<file path="src/rtl/fc_pkg.sv">
// Shared types and default widths for the fully-connected layer sequencer and the CNN top.
package fc_pkg;

  typedef enum logic [1:0] {
    IDLE  = 2'd0,
    RUN   = 2'd1,
    DRAIN = 2'd2,
    DONE  = 2'd3
  } fc_state_t;

  localparam int FC_FLATTENED_LENGTH  = 50;
  localparam int FC_CONV_DATA_WIDTH   = 8;
  localparam int FC_WEIGHT_DATA_WIDTH = 8;
  localparam int FC_OUTPUT_DATA_WIDTH = 32;

  // A single-entry buffer still needs a one-bit index.
  function automatic int fc_addr_width(input int len);
    return (len <= 2) ? 1 : $clog2(len);
  endfunction

endpackage

</file>
<file path="src/rtl/fc_mac_unit.sv">
// Registered unsigned multiply-accumulate; clear wins over enable, the sum wraps at OUT_W bits.
module fc_mac_unit #(
  parameter int A_W   = 8,
  parameter int B_W   = 8,
  parameter int OUT_W = 32
) (
  input  logic             clk,
  input  logic             rst_n,
  input  logic             clr,
  input  logic             en,
  input  logic [A_W-1:0]   a,
  input  logic [B_W-1:0]   b,
  output logic [OUT_W-1:0] acc,
  output logic [OUT_W-1:0] acc_nxt
);

  localparam int PW = A_W + B_W;
  localparam int EW = (OUT_W > PW) ? OUT_W : PW;

  logic [EW-1:0]    prod_wide_s;
  logic [OUT_W-1:0] acc_d;
  logic [OUT_W-1:0] acc_q;

  // Next accumulator value: product is computed wide enough to be exact, then reduced modulo 2^OUT_W.
  always_comb begin
    prod_wide_s = EW'(a) * EW'(b);
    acc_d       = acc_q;
    if (clr) begin
      acc_d = {OUT_W{1'b0}};
    end else if (en) begin
      acc_d = acc_q + prod_wide_s[OUT_W-1:0];
    end else begin
      acc_d = acc_q;
    end
  end

  // Accumulator register.
  always_ff @(posedge clk or negedge rst_n) begin
    if (!rst_n) begin
      acc_q <= {OUT_W{1'b0}};
    end else begin
      acc_q <= acc_d;
    end
  end

  assign acc     = acc_q;
  assign acc_nxt = acc_d;

endmodule

</file>
<file path="src/rtl/fc_layer_sequencer.sv">
// Sequential FC-layer controller: streams feature/weight pairs from synchronous buffers,
// accumulates one product per clock and hands the sum downstream over valid/ready.
module fc_layer_sequencer
  import fc_pkg::*;
#(
  parameter int FLATTENED_LENGTH          = FC_FLATTENED_LENGTH,
  parameter int CONVOLUTION_DATA_WIDTH    = FC_CONV_DATA_WIDTH,
  parameter int FULLYCONNECTED_DATA_WIDTH = FC_WEIGHT_DATA_WIDTH,
  parameter int OUTPUT_DATA_WIDTH         = FC_OUTPUT_DATA_WIDTH,
  parameter int ADDR_WIDTH                = fc_addr_width(FLATTENED_LENGTH)
) (
  input  logic                                 clk,
  input  logic                                 rst_n,
  input  logic                                 fc_start,
  input  logic                                 fc_abort,
  output logic                                 fc_busy,
  output logic                                 rd_en,
  output logic [ADDR_WIDTH-1:0]                rd_addr,
  input  logic [CONVOLUTION_DATA_WIDTH-1:0]    feature_rdata,
  input  logic [FULLYCONNECTED_DATA_WIDTH-1:0] weight_rdata,
  output logic [OUTPUT_DATA_WIDTH-1:0]         result,
  output logic                                 result_valid,
  input  logic                                 result_ready
);

  localparam logic [ADDR_WIDTH-1:0] LAST_IDX = ADDR_WIDTH'(FLATTENED_LENGTH - 1);

  fc_state_t                    state_d, state_q;
  logic [ADDR_WIDTH-1:0]        index_d, index_q;
  logic                         rd_en_d, rd_en_q;
  logic                         rd_en_dly_d, rd_en_dly_q;
  logic                         busy_d, busy_q;
  logic                         result_valid_d, result_valid_q;
  logic [OUTPUT_DATA_WIDTH-1:0] result_d, result_q;
  logic                         mac_clr_s;
  logic [OUTPUT_DATA_WIDTH-1:0] mac_acc_s;
  logic [OUTPUT_DATA_WIDTH-1:0] mac_acc_nxt_s;

  // Next-state, index, read pipeline and handshake logic; abort overrides everything.
  always_comb begin
    state_d     = state_q;
    index_d     = index_q;
    rd_en_dly_d = rd_en_q;
    result_d    = result_q;
    mac_clr_s   = 1'b0;
    if (fc_abort) begin
      state_d     = IDLE;
      rd_en_dly_d = 1'b0;
      mac_clr_s   = 1'b1;
    end else begin
      case (state_q)
        IDLE: begin
          if (fc_start) begin
            state_d   = RUN;
            index_d   = {ADDR_WIDTH{1'b0}};
            mac_clr_s = 1'b1;
          end else begin
            state_d = IDLE;
          end
        end
        RUN: begin
          // index doubles as rd_addr, so it stops at the last entry and holds there.
          if (index_q == LAST_IDX) begin
            state_d = DRAIN;
          end else begin
            index_d = index_q + ADDR_WIDTH'(1);
          end
        end
        DRAIN: begin
          state_d  = DONE;
          result_d = mac_acc_nxt_s;
        end
        DONE: begin
          if (result_ready) begin
            state_d = IDLE;
          end else begin
            state_d = DONE;
          end
        end
        default: begin
          state_d = IDLE;
        end
      endcase
    end
    rd_en_d        = (state_d == RUN);
    busy_d         = (state_d != IDLE);
    result_valid_d = (state_d == DONE);
  end

  // State, index and registered outputs.
  always_ff @(posedge clk or negedge rst_n) begin
    if (!rst_n) begin
      state_q        <= IDLE;
      index_q        <= {ADDR_WIDTH{1'b0}};
      rd_en_q        <= 1'b0;
      rd_en_dly_q    <= 1'b0;
      busy_q         <= 1'b0;
      result_valid_q <= 1'b0;
      result_q       <= {OUTPUT_DATA_WIDTH{1'b0}};
    end else begin
      state_q        <= state_d;
      index_q        <= index_d;
      rd_en_q        <= rd_en_d;
      rd_en_dly_q    <= rd_en_dly_d;
      busy_q         <= busy_d;
      result_valid_q <= result_valid_d;
      result_q       <= result_d;
    end
  end

  fc_mac_unit #(
    .A_W   (CONVOLUTION_DATA_WIDTH),
    .B_W   (FULLYCONNECTED_DATA_WIDTH),
    .OUT_W (OUTPUT_DATA_WIDTH)
  ) u_mac (
    .clk     (clk),
    .rst_n   (rst_n),
    .clr     (mac_clr_s),
    .en      (rd_en_dly_q),
    .a       (feature_rdata),
    .b       (weight_rdata),
    .acc     (mac_acc_s),
    .acc_nxt (mac_acc_nxt_s)
  );

  assign fc_busy      = busy_q;
  assign rd_en        = rd_en_q;
  assign rd_addr      = index_q;
  assign result       = result_q;
  assign result_valid = result_valid_q;

endmodule

</file>
<file path="config.mk">
export PLATFORM = sky130hd
export DESIGN_NAME = fc_layer_sequencer
export DESIGN_NICKNAME = d
export VERILOG_FILES = /design/src/rtl/fc_pkg.sv /design/src/rtl/fc_mac_unit.sv /design/src/rtl/fc_layer_sequencer.sv
export SDC_FILE = /design/constraint.sdc
export NUM_CORES = 1
export LEC_CHECK = 0
export ABC_AREA = 0
export CAP_MARGIN = 20
export CORE_MARGIN = 2
export CORE_UTILIZATION = 58
export CTS_CLUSTER_SIZE = 40
export DETAILED_ROUTE_END_ITERATION = 6
export PLACE_DENSITY = 0.89
export SYNTH_ARGS = -nofsm -noshare
export SYNTH_HDL_FRONTEND = slang
export SYNTH_SLANG_ARGS = --single-unit
</file>
<file path="constraint.sdc">
create_clock -name clk -period 5.9 [get_ports clk]
set_input_delay 0.59 -clock clk [delete_from_list [all_inputs] [get_ports clk]]
set_output_delay 0.59 -clock clk [all_outputs]
set_load 0.01 [all_outputs]
</file>
==> impl_metrics.csv, run 1 <==
group,metric,value,unit
timing,slew_headroom,0.3763,
global_routing,grt_pass1_vias,5181,
floorplan,die_y,106.5,microns
floorplan,pin_count,62,
run_status,status,"complete, no violations",
clock_tree,postCtsSetupRepairBufs,0,
critical_path,worstSetupStartpointType,"input pin",
power_and_ir_drop,leakage,3.318,nW
logic_synthesis,netlist_area,0.006098,sq mm
timing,fin_ws,0.4425,ns
worst_hold_path,hp-class,"input pin to asynchronous set/reset pin",
flow_run,cap_violations,0,
place,gp_congestion,0.8696,
floorplan,rows,37,
drt,drtIter0Drc,362,
logic_synthesis,async_reset_ff_frac,1.000,
critical_path,critPathRequiredTime,6.10,ns
finish,area_growth,14.90,%
logic_synthesis,synth_compound_area_frac,0.1130,
drt,wl,14190,microns
drt,drc,0,
clock_tree,clk_latency,0.35,ns
timing,tightest_slew,0.9356,ns
critical_path,cp_max_fo,16,
logic_synthesis,synth_sequential_area_ratio,0.3119,
place,dp_hpwl,10940,microns
critical_path,cp-end-kind,"flip-flop",
timing,hold_violations,0,
logic_synthesis,synth_top_family_by_area,"adder cells",
place,place_ws,0.1446,ns
logic_synthesis,ys_seq_elements,76,
logic_synthesis,synth_top_cell_area_share,0.3119,
logic_synthesis,syn-num-nets,785,
timing,slew_viol_final,0,
floorplan,die_area,0.01135,sq mm
clock_tree,clk_pin_slew,0.07,ns
timing,setup_viol,0,
logic_synthesis,yosysTopAreaCell,"dfrtp_1",
clock_tree,clock_path_buffers,2,
logic_synthesis,synthAdderAreaFrac,0.2524,
floorplan,fp.dieW,106.5,microns
power_and_ir_drop,vdd_drop_max,0.0001679,V
critical_path,reg2reg_from,"u_mac.acc[6]",
logic_synthesis,synth_edf_count,0,
drt,dr.pass1.iters,7,
critical_path,crit_arrival,5.66,ns
clock_tree,cts_buffers,9,
logic_synthesis,muxShareOfSynthArea,0.03180,
logic_synthesis,synth_ff_type,"dfrtp_1",
logic_synthesis,avgSynthCellArea,9.088,sq um
timing,fin_crit_sh,0.9250,
logic_synthesis,synthSimpleGateAreaFrac,0.1914,
finish,diodes,0,
logic_synthesis,synth_cell_type_count,56,
drt,vias_per_cell,5.738,
clock_tree,cts-root-buf,"clkbuf_8",
global_routing,antenna_found_initial,0,
finish,drive_gt1_frac,0.05632,
finish,nets,838,
finish,final_common_cell,"inv_1",
timing,fin_tns_setup,0,ns
timing,rsz0062_at_grt,"false",
global_routing,gr-total-overflow,0,
drt,antenna_left,0,
floorplan,start_util,0.5934,
timing,fmax,183.2,MHz
logic_synthesis,syn_inst,671,
global_routing,grt_pass1_wl,24320,microns
clock_tree,ctsResizeCount,0,
timing,min_period,5.458,ns
clock_tree,cts.hold.buffers_added,0,
drt,wl_per_cell,16.43,microns
finish,postLayoutCoreUtil,0.6818,
critical_path,crit_type,"input pin to flip-flop",
clock_tree,htreeDepth,3,
timing,finClkSkew,0.006815,ns
place,port_buffers,61,
global_routing,track_usage,0.2697,
floorplan,core,0.01028,sq mm
finish,final_cell_mix,"inv_1 (109), dfrtp_1 (76), nand2_1 (69)",
logic_synthesis,synth_xor_area_frac,0.01723,
drt,vias,4958,
clock_tree,cts_tree,"built",
clock_tree,clkSinkCount,76,
logic_synthesis,netlist_top_cells_area,"dfrtp_1 (31%), fa_1 (16%), ha_1 (8.8%)",
critical_path,crit_start,"weight_rdata[7]",
global_routing,grt_max_degree,77,
power_and_ir_drop,p_per_area,274.0,mW/mm^2
finish,fillers,803,
logic_synthesis,yosys_warnings,0,
==> final timing paths <==
| path | to | slack (ns) | cells past startpoint |
|---|---|---|---|
| max | result[23] | 0.44 | 16 |
| min | result[11] | 0.35 | 1 |
| max reg2reg | result[23] | 1.13 | 15 |
| min reg2reg | result[30] | 0.49 | 2 |
| max in group asynchronous | result[5] | 4.91 | 1 |
| min in group clk | result[30] | 0.49 | 2 |
==> registers in the layout (all words and copies together) (netlist names) <==
name          flops
rd_en             1
rd_en_dly_q       1
fc_busy           1
result           32
state_q           2
u_mac.acc        32
rd_addr           6
result_valid      1
==> cells by family after synthesis <==
kind of cell             Yosys count
AO/OA/AOI/OAI                    108
XOR/XNOR                          12
adder cells (fa/ha/maj)           93
buffers and inverters            132
flip-flops                        76
multiplexers                      18
AND/OR/NAND/NOR                  232
==> final cells by class <==
class	count	area (sq um)	area share
Clock inverter	5	52.55	0.007500
Multi-Input combinational cell	463	3701	0.5282
Sequential cell	76	1902	0.2714
Tap cell	136	170.2	0.02429
Inverter	110	412.9	0.05893
Clock buffer	10	137.6	0.01964
Timing Repair Buffer	64	630.6	0.09000
==> per-layer routing <==
layer  track usage  up-vias  share of wire
met3       0.03617       36          0.051
li1              -     2331              -
met5             0        -              0
met1        0.3494     2419           0.42
met2        0.4625      172           0.51
met4        0.1030        0          0.022
==> where the power goes <==
part / internal (mW) / switching [mW]
sequential: 0.537 / 0.0164
clock: 0.202 / 0.184
combinational: 0.374 / 0.606
total: 1.11 / 0.806
==> per-stage QoR <==
stage / cells / power [mW] / cell area [sq um] / hold slack [ns]
6_report: 864 / 1.920 / 7007 / 0.3516
4_1_cts: 864 / 1.926 / 7007 / 0.3967
3_5_place_dp: 849 / 1.532 / 6817 / 0.4786
3_3_place_gp: 849 / 1.506 / 6817 / 0.4661
5_1_grt: 864 / 2.084 / 7007 / 0.4375
2_1_floorplan: 671 / 1.289 / 6098 / 0.2944
==> cell usage after synthesis, drive strengths merged, types with 10 or more instances <==
cell,number
nor2,49
clkbuf,16
and2,36
a31oi,11
a21oi,30
o21ai,24
fa,50
nor3,12
o31ai,12
nand3,17
mux2,11
ha,43
nand4,10
nand2,69
inv,110
dfrtp,76
==> critical path, cell delays in order <==
cell and delay [ns]:
clkdlybuf4s50_1 0.61, nand2_1 0.12, fa_1 0.52, fa_1 0.57
inv_1 0.06, fa_1 0.53, inv_1 0.06, fa_1 0.53
inv_1 0.04, ha_1 0.36, a21oi_1 0.29, nor2_2 0.11
nor4b_4 0.41, o31a_1 0.52, or4_1 0.22, a31oi_1 0.11
(Power assumes the default switching activity.)
==> run 2, diff against run 1 <==
CAP_MARGIN = default   (was 20)
CORE_ASPECT_RATIO = 0.9   (was default)
PLACE_DENSITY = 0.81   (was 0.89)
==> run 2 against run 1 <==
Net effect: clock-buffer cell count unchanged; final area up 1.8%; clock skew up 0.0022 ns; flip-flop and latch count unchanged; power up 12%; via count up 0.77%; sequential power about the same; utilization up 1.4 points; die area about the same; critical endpoint is now result[19]; largest power group unchanged.
==> impl_metrics.csv, run 2 (synthesis results as in run 1) <==
group,metric,value,unit
timing,fin_ws,0.4213,ns
drt,dr.pass1.iters,4,
power_and_ir_drop,leakage,3.382,nW
timing,setup_viol,0,
timing,tightest_slew,0.9583,ns
floorplan,pin_count,62,
finish,final_cell_mix,"inv_1 (109), dfrtp_1 (76), nand2_1 (69)",
clock_tree,cts_buffers,9,
timing,fin_tns_setup,0,ns
drt,wl,14100,microns
timing,rsz0062_at_grt,"false",
clock_tree,clkSinkCount,76,
clock_tree,clk_latency,0.34,ns
global_routing,track_usage,0.2614,
floorplan,die_y,101.3,microns
floorplan,start_util,0.5951,
clock_tree,clk_pin_slew,0.06,ns
finish,final_common_cell,"inv_1",
clock_tree,cts-root-buf,"clkbuf_16",
critical_path,worstSetupStartpointType,"input pin",
run_status,status,"complete, no violations",
drt,antenna_left,0,
critical_path,crit_arrival,5.73,ns
timing,min_period,5.479,ns
power_and_ir_drop,p_per_area,302.0,mW/mm^2
worst_hold_path,hp-class,"input pin to asynchronous set/reset pin",
timing,finClkSkew,0.009019,ns
global_routing,antenna_found_initial,0,
critical_path,critPathRequiredTime,6.16,ns
critical_path,r2r-end,"result[19]",
floorplan,die_area,0.01135,sq mm
timing,fin_crit_sh,0.9286,
critical_path,reg2reg_from,"u_mac.acc[7]",
flow_run,cap_violations,0,
clock_tree,htreeDepth,3,
drt,vias_per_cell,5.816,
global_routing,grt_pass1_vias,5034,
drt,drtIter0Drc,287,
clock_tree,cts_tree,"built",
critical_path,cp-end-kind,"flip-flop",
place,dp.cells,843,
clock_tree,postCtsSetupRepairBufs,0,
drt,drc,0,
place,gp_congestion,0.9354,
finish,diodes,0,
timing,hold_violations,0,
place,place_ws,0.1650,ns
place,dp_hpwl,10860,microns
timing,fmax,182.5,MHz
finish,area_growth,16.95,%
critical_path,crit_type,"input pin to flip-flop",
global_routing,grt_max_degree,77,
global_routing,gr-total-overflow,0,
floorplan,fp.dieW,112.1,microns
finish,drive_gt1_frac,0.05753,
finish,nets,839,
floorplan,core,0.01025,sq mm
clock_tree,clock_path_buffers,2,
drt,wl_per_cell,16.41,microns
power_and_ir_drop,vdd_drop_max,0.0003085,V
critical_path,r2r_setup_slack,1.10,ns
timing,timing.hold.ws,0.3888,ns
clock_tree,cts.hold.buffers_added,0,
global_routing,grt_pass1_wl,23970,microns
clock_tree,ctsResizeCount,0,
critical_path,cp_max_fo,16,
timing,slew_viol_final,0,
drt,vias,4996,
finish,fin_cells,859,
place,port_buffers,61,
critical_path,rr_worst_depth,15,
timing,slew_headroom,0.3611,
floorplan,rows,35,
## run 2: cell count changes in the layout (fill, tap and decap cells not counted)
cell and change:
clkinv_4 +1, clkbuf_16 +9, clkbuf_8 -10, clkbuf_1 +1, inv_6 +1, clkinv_2 -1, buf_4 +1, bufinv_16 +1
clkinvlp_4 -1
## run 2: how the worst max path moves through the flow
stage,startpoint,endpoint,slack (ns),cells after the start
after floorplan,weight_rdata[1],result[19],1.13,17
after global placement,weight_rdata[7],result[19],0.22,16
after detailed placement,weight_rdata[7],result[19],0.17,16
after CTS,weight_rdata[7],result[19],0.46,16
after global routing,weight_rdata[7],u_mac.acc[19],0.07,16
final,weight_rdata[7],result[19],0.42,16
## run 2: where the power goes
group / total [mW] / switching [mW] / internal [mW]
clock: 0.590 / 0.219 / 0.371
sequential: 0.554 / 0.0163 / 0.538
combinational: 1.01 / 0.633 / 0.377
## run 2: worst max-delay path, cell delays in order
cell and delay (ns):
clkdlybuf4s50_1 0.61, nand2_1 0.12, fa_1 0.53, fa_1 0.55, inv_1 0.06, fa_1 0.54, inv_1 0.06, fa_1 0.53
inv_1 0.04, ha_1 0.36, a21oi_1 0.29, nor2_2 0.10, nor4b_4 0.42, o31a_1 0.54, o21ai_0 0.22, a31oi_1 0.17
## run 2: final cells by class
cell class | count | area (sq um)
well taps | 129 | 161.4
fillers | 797 | 3115
inverters | 110 | 412.9
clock inverters | 6 | 87.58
repair buffers | 65 | 638.1
flip-flops and latches | 76 | 1902
clock buffers | 10 | 229.0
multi-input cells | 463 | 3701
## run 2: per-stage QoR
| stage | total power, mW | util | area (sq um) |
|---|---|---|---|
| floorplan | 1.289 | - | 6098 |
| global placement | 1.527 | 0.6651 | 6815 |
| detailed placement | 1.547 | 0.6651 | 6815 |
| CTS | 2.146 | 0.6960 | 7132 |
| global route | 2.310 | 0.6960 | 7132 |
| finish | 2.154 | 0.6960 | 7132 |
## run 2: routing by layer
| layer | routed length [microns] | global-route usage |
|---|---|---|
| met2 | 6491 | 0.4101 |
| met4 | 195 | 0.07036 |
| met3 | 799 | 0.05027 |
| met1 | 6607 | 0.3785 |
| met5 | 0 | 0 |
==> run 3, diff against run 2 <==
CORE_MARGIN = default   (was 2)
==> run 3 against run 2 <==
Net effect: non-clock buffer count grew 1; utilization is the same; flip-flop and latch count is the same; final area is the same; clock power shrank 3.7%; register-to-register slack is essentially flat.
==> impl_metrics.csv, run 3 (synthesis results as in run 1) <==
group,metric,value,unit
finish,final_cell_mix,"inv_1 (109), dfrtp_1 (76), nand2_1 (69)",
clock_tree,clk_pin_slew,0.06,ns
clock_tree,cts_buffers,9,
floorplan,start_util,0.5951,
drt,wl_per_cell,16.50,microns
critical_path,cp-end-kind,"flip-flop",
place,place_area,0.006823,sq mm
floorplan,pin_count,62,
finish,diodes,0,
finish,final_common_cell,"inv_1",
critical_path,rr_worst_depth,15,
finish,fillers,806,
clock_tree,clock_path_buffers,2,
drt,vias_per_cell,5.788,
clock_tree,cts.hold.buffers_added,0,
finish,area_growth,16.95,%
timing,tightest_slew,0.9545,ns
timing,min_period,5.536,ns
drt,dr.pass1.iters,5,
drt,drc,0,
floorplan,fp.dieW,110.1,microns
critical_path,crit_start,"feature_rdata[1]",
place,dp_hpwl,10840,microns
critical_path,crit_type,"input pin to flip-flop",
clock_tree,clkSinkCount,76,
clock_tree,cts_tree,"built",
global_routing,grt_pass1_wl,24090,microns
finish,fin_cells,860,
power_and_ir_drop,p_per_area,302.2,mW/mm^2
floorplan,die_area,0.01093,sq mm
global_routing,antenna_found_initial,0,
timing,hold_violations,0,
timing,setup_viol,0,
place,gp_congestion,1.014,
place,port_buffers,61,
timing,fmax,180.6,MHz
drt,drtIter0Drc,359,
timing,fin_tns_setup,0,ns
timing,fin_crit_sh,0.9383,
timing,slew_viol_final,0,
critical_path,r2r_setup_slack,1.10,ns
clock_tree,cts-root-buf,"clkbuf_16",
timing,fin_ws,0.3638,ns
worst_hold_path,hp-class,"input pin to asynchronous set/reset pin",
critical_path,crit_arrival,5.78,ns
finish,nets,840,
drt,antenna_left,0,
critical_path,critPathRequiredTime,6.14,ns
finish,postLayoutCoreUtil,0.6960,
place,place_ws,0.1706,ns
clock_tree,postCtsSetupRepairBufs,0,
clock_tree,ctsResizeCount,0,
finish,drive_gt1_frac,0.06019,
critical_path,r2r-end,"result[19]",
floorplan,core,0.01025,sq mm
clock_tree,htreeDepth,3,
timing,timing.hold.ws,0.4006,ns
global_routing,grt_pass1_vias,5054,
timing,finClkSkew,0.01169,ns
timing,slew_headroom,0.3636,
drt,vias,4978,
power_and_ir_drop,p_total,2.156,mW
floorplan,rows,35,
timing,rsz0062_at_grt,"false",
critical_path,reg2reg_from,"u_mac.acc[7]",
run_status,status,"complete, no violations",
place,dp.cells,844,
flow_run,cap_violations,0,
global_routing,gr-total-overflow,0,
finish,final_cell_area,0.007132,sq mm
global_routing,grt_max_degree,77,
drt,wl,14190,microns
critical_path,worstSetupStartpointType,"input pin",
power_and_ir_drop,leakage,3.371,nW
floorplan,die_y,99.28,microns
power_and_ir_drop,vdd_drop_max,0.0002988,V
clock_tree,clk_latency,0.34,ns
global_routing,track_usage,0.2883,
critical_path,cp_max_fo,16,
run 3: cell types whose count changed in the layout (fill, tap and decap cells not counted), sizes merged:
| cell | change |
|---|---|
| inv | +1 |
| buf | +1 |
| clkinvlp | +3 |
| clkinv | -3 |
| bufinv | -1 |
run 3: worst max path at each step:
stage | end | cells past startpoint | slack, ns
finish | result[19] | 16 | 0.36
global route | result[19] | 15 | 0.1
CTS | result[19] | 16 | 0.45
detailed placement | u_mac.acc[31] | 16 | 0.17
global placement | result[31] | 16 | 0.29
floorplan | result[19] | 17 | 1.13
run 3: cell type report:
| cell class | count | area, sq um | share of cell area |
|---|---|---|---|
| repair buffers | 66 | 645.6 | 0.09053 |
| inverters | 110 | 412.9 | 0.05789 |
| clock buffers | 10 | 239.0 | 0.03351 |
| well taps | 129 | 161.4 | 0.02263 |
| clock inverters | 6 | 70.07 | 0.009825 |
| flip-flops and latches | 76 | 1902 | 0.2667 |
| multi-input cells | 463 | 3701 | 0.5189 |
run 3: per-layer routing:
metal	up-vias	wire, microns	GRT usage
met3	23	950	0.06422
met2	160	6717	0.4620
met1	2457	6326	0.3996
met5	-	0	0
li1	2338	-	-
met4	0	199	0.06872
run 3: power breakdown:
| group | total [mW] | internal, mW | switching, mW |
|---|---|---|---|
| combinational | 1.03 | 0.385 | 0.648 |
| clock | 0.568 | 0.342 | 0.226 |
| sequential | 0.554 | 0.538 | 0.0163 |
| total | 2.16 | 1.27 | 0.890 |
run 3: worst max-delay path: stages:
cell             delay, ns
clkdlybuf4s50_1       0.66
nand2_1               0.14
fa_1                  0.51
fa_1                  0.56
inv_1                 0.06
fa_1                  0.54
inv_1                 0.07
fa_1                  0.54
inv_1                 0.05
ha_1                  0.36
a21oi_1               0.32
nor2_2                0.11
nor4b_4               0.32
o31a_1                0.49
o21ai_0               0.23
a31oi_1               0.23
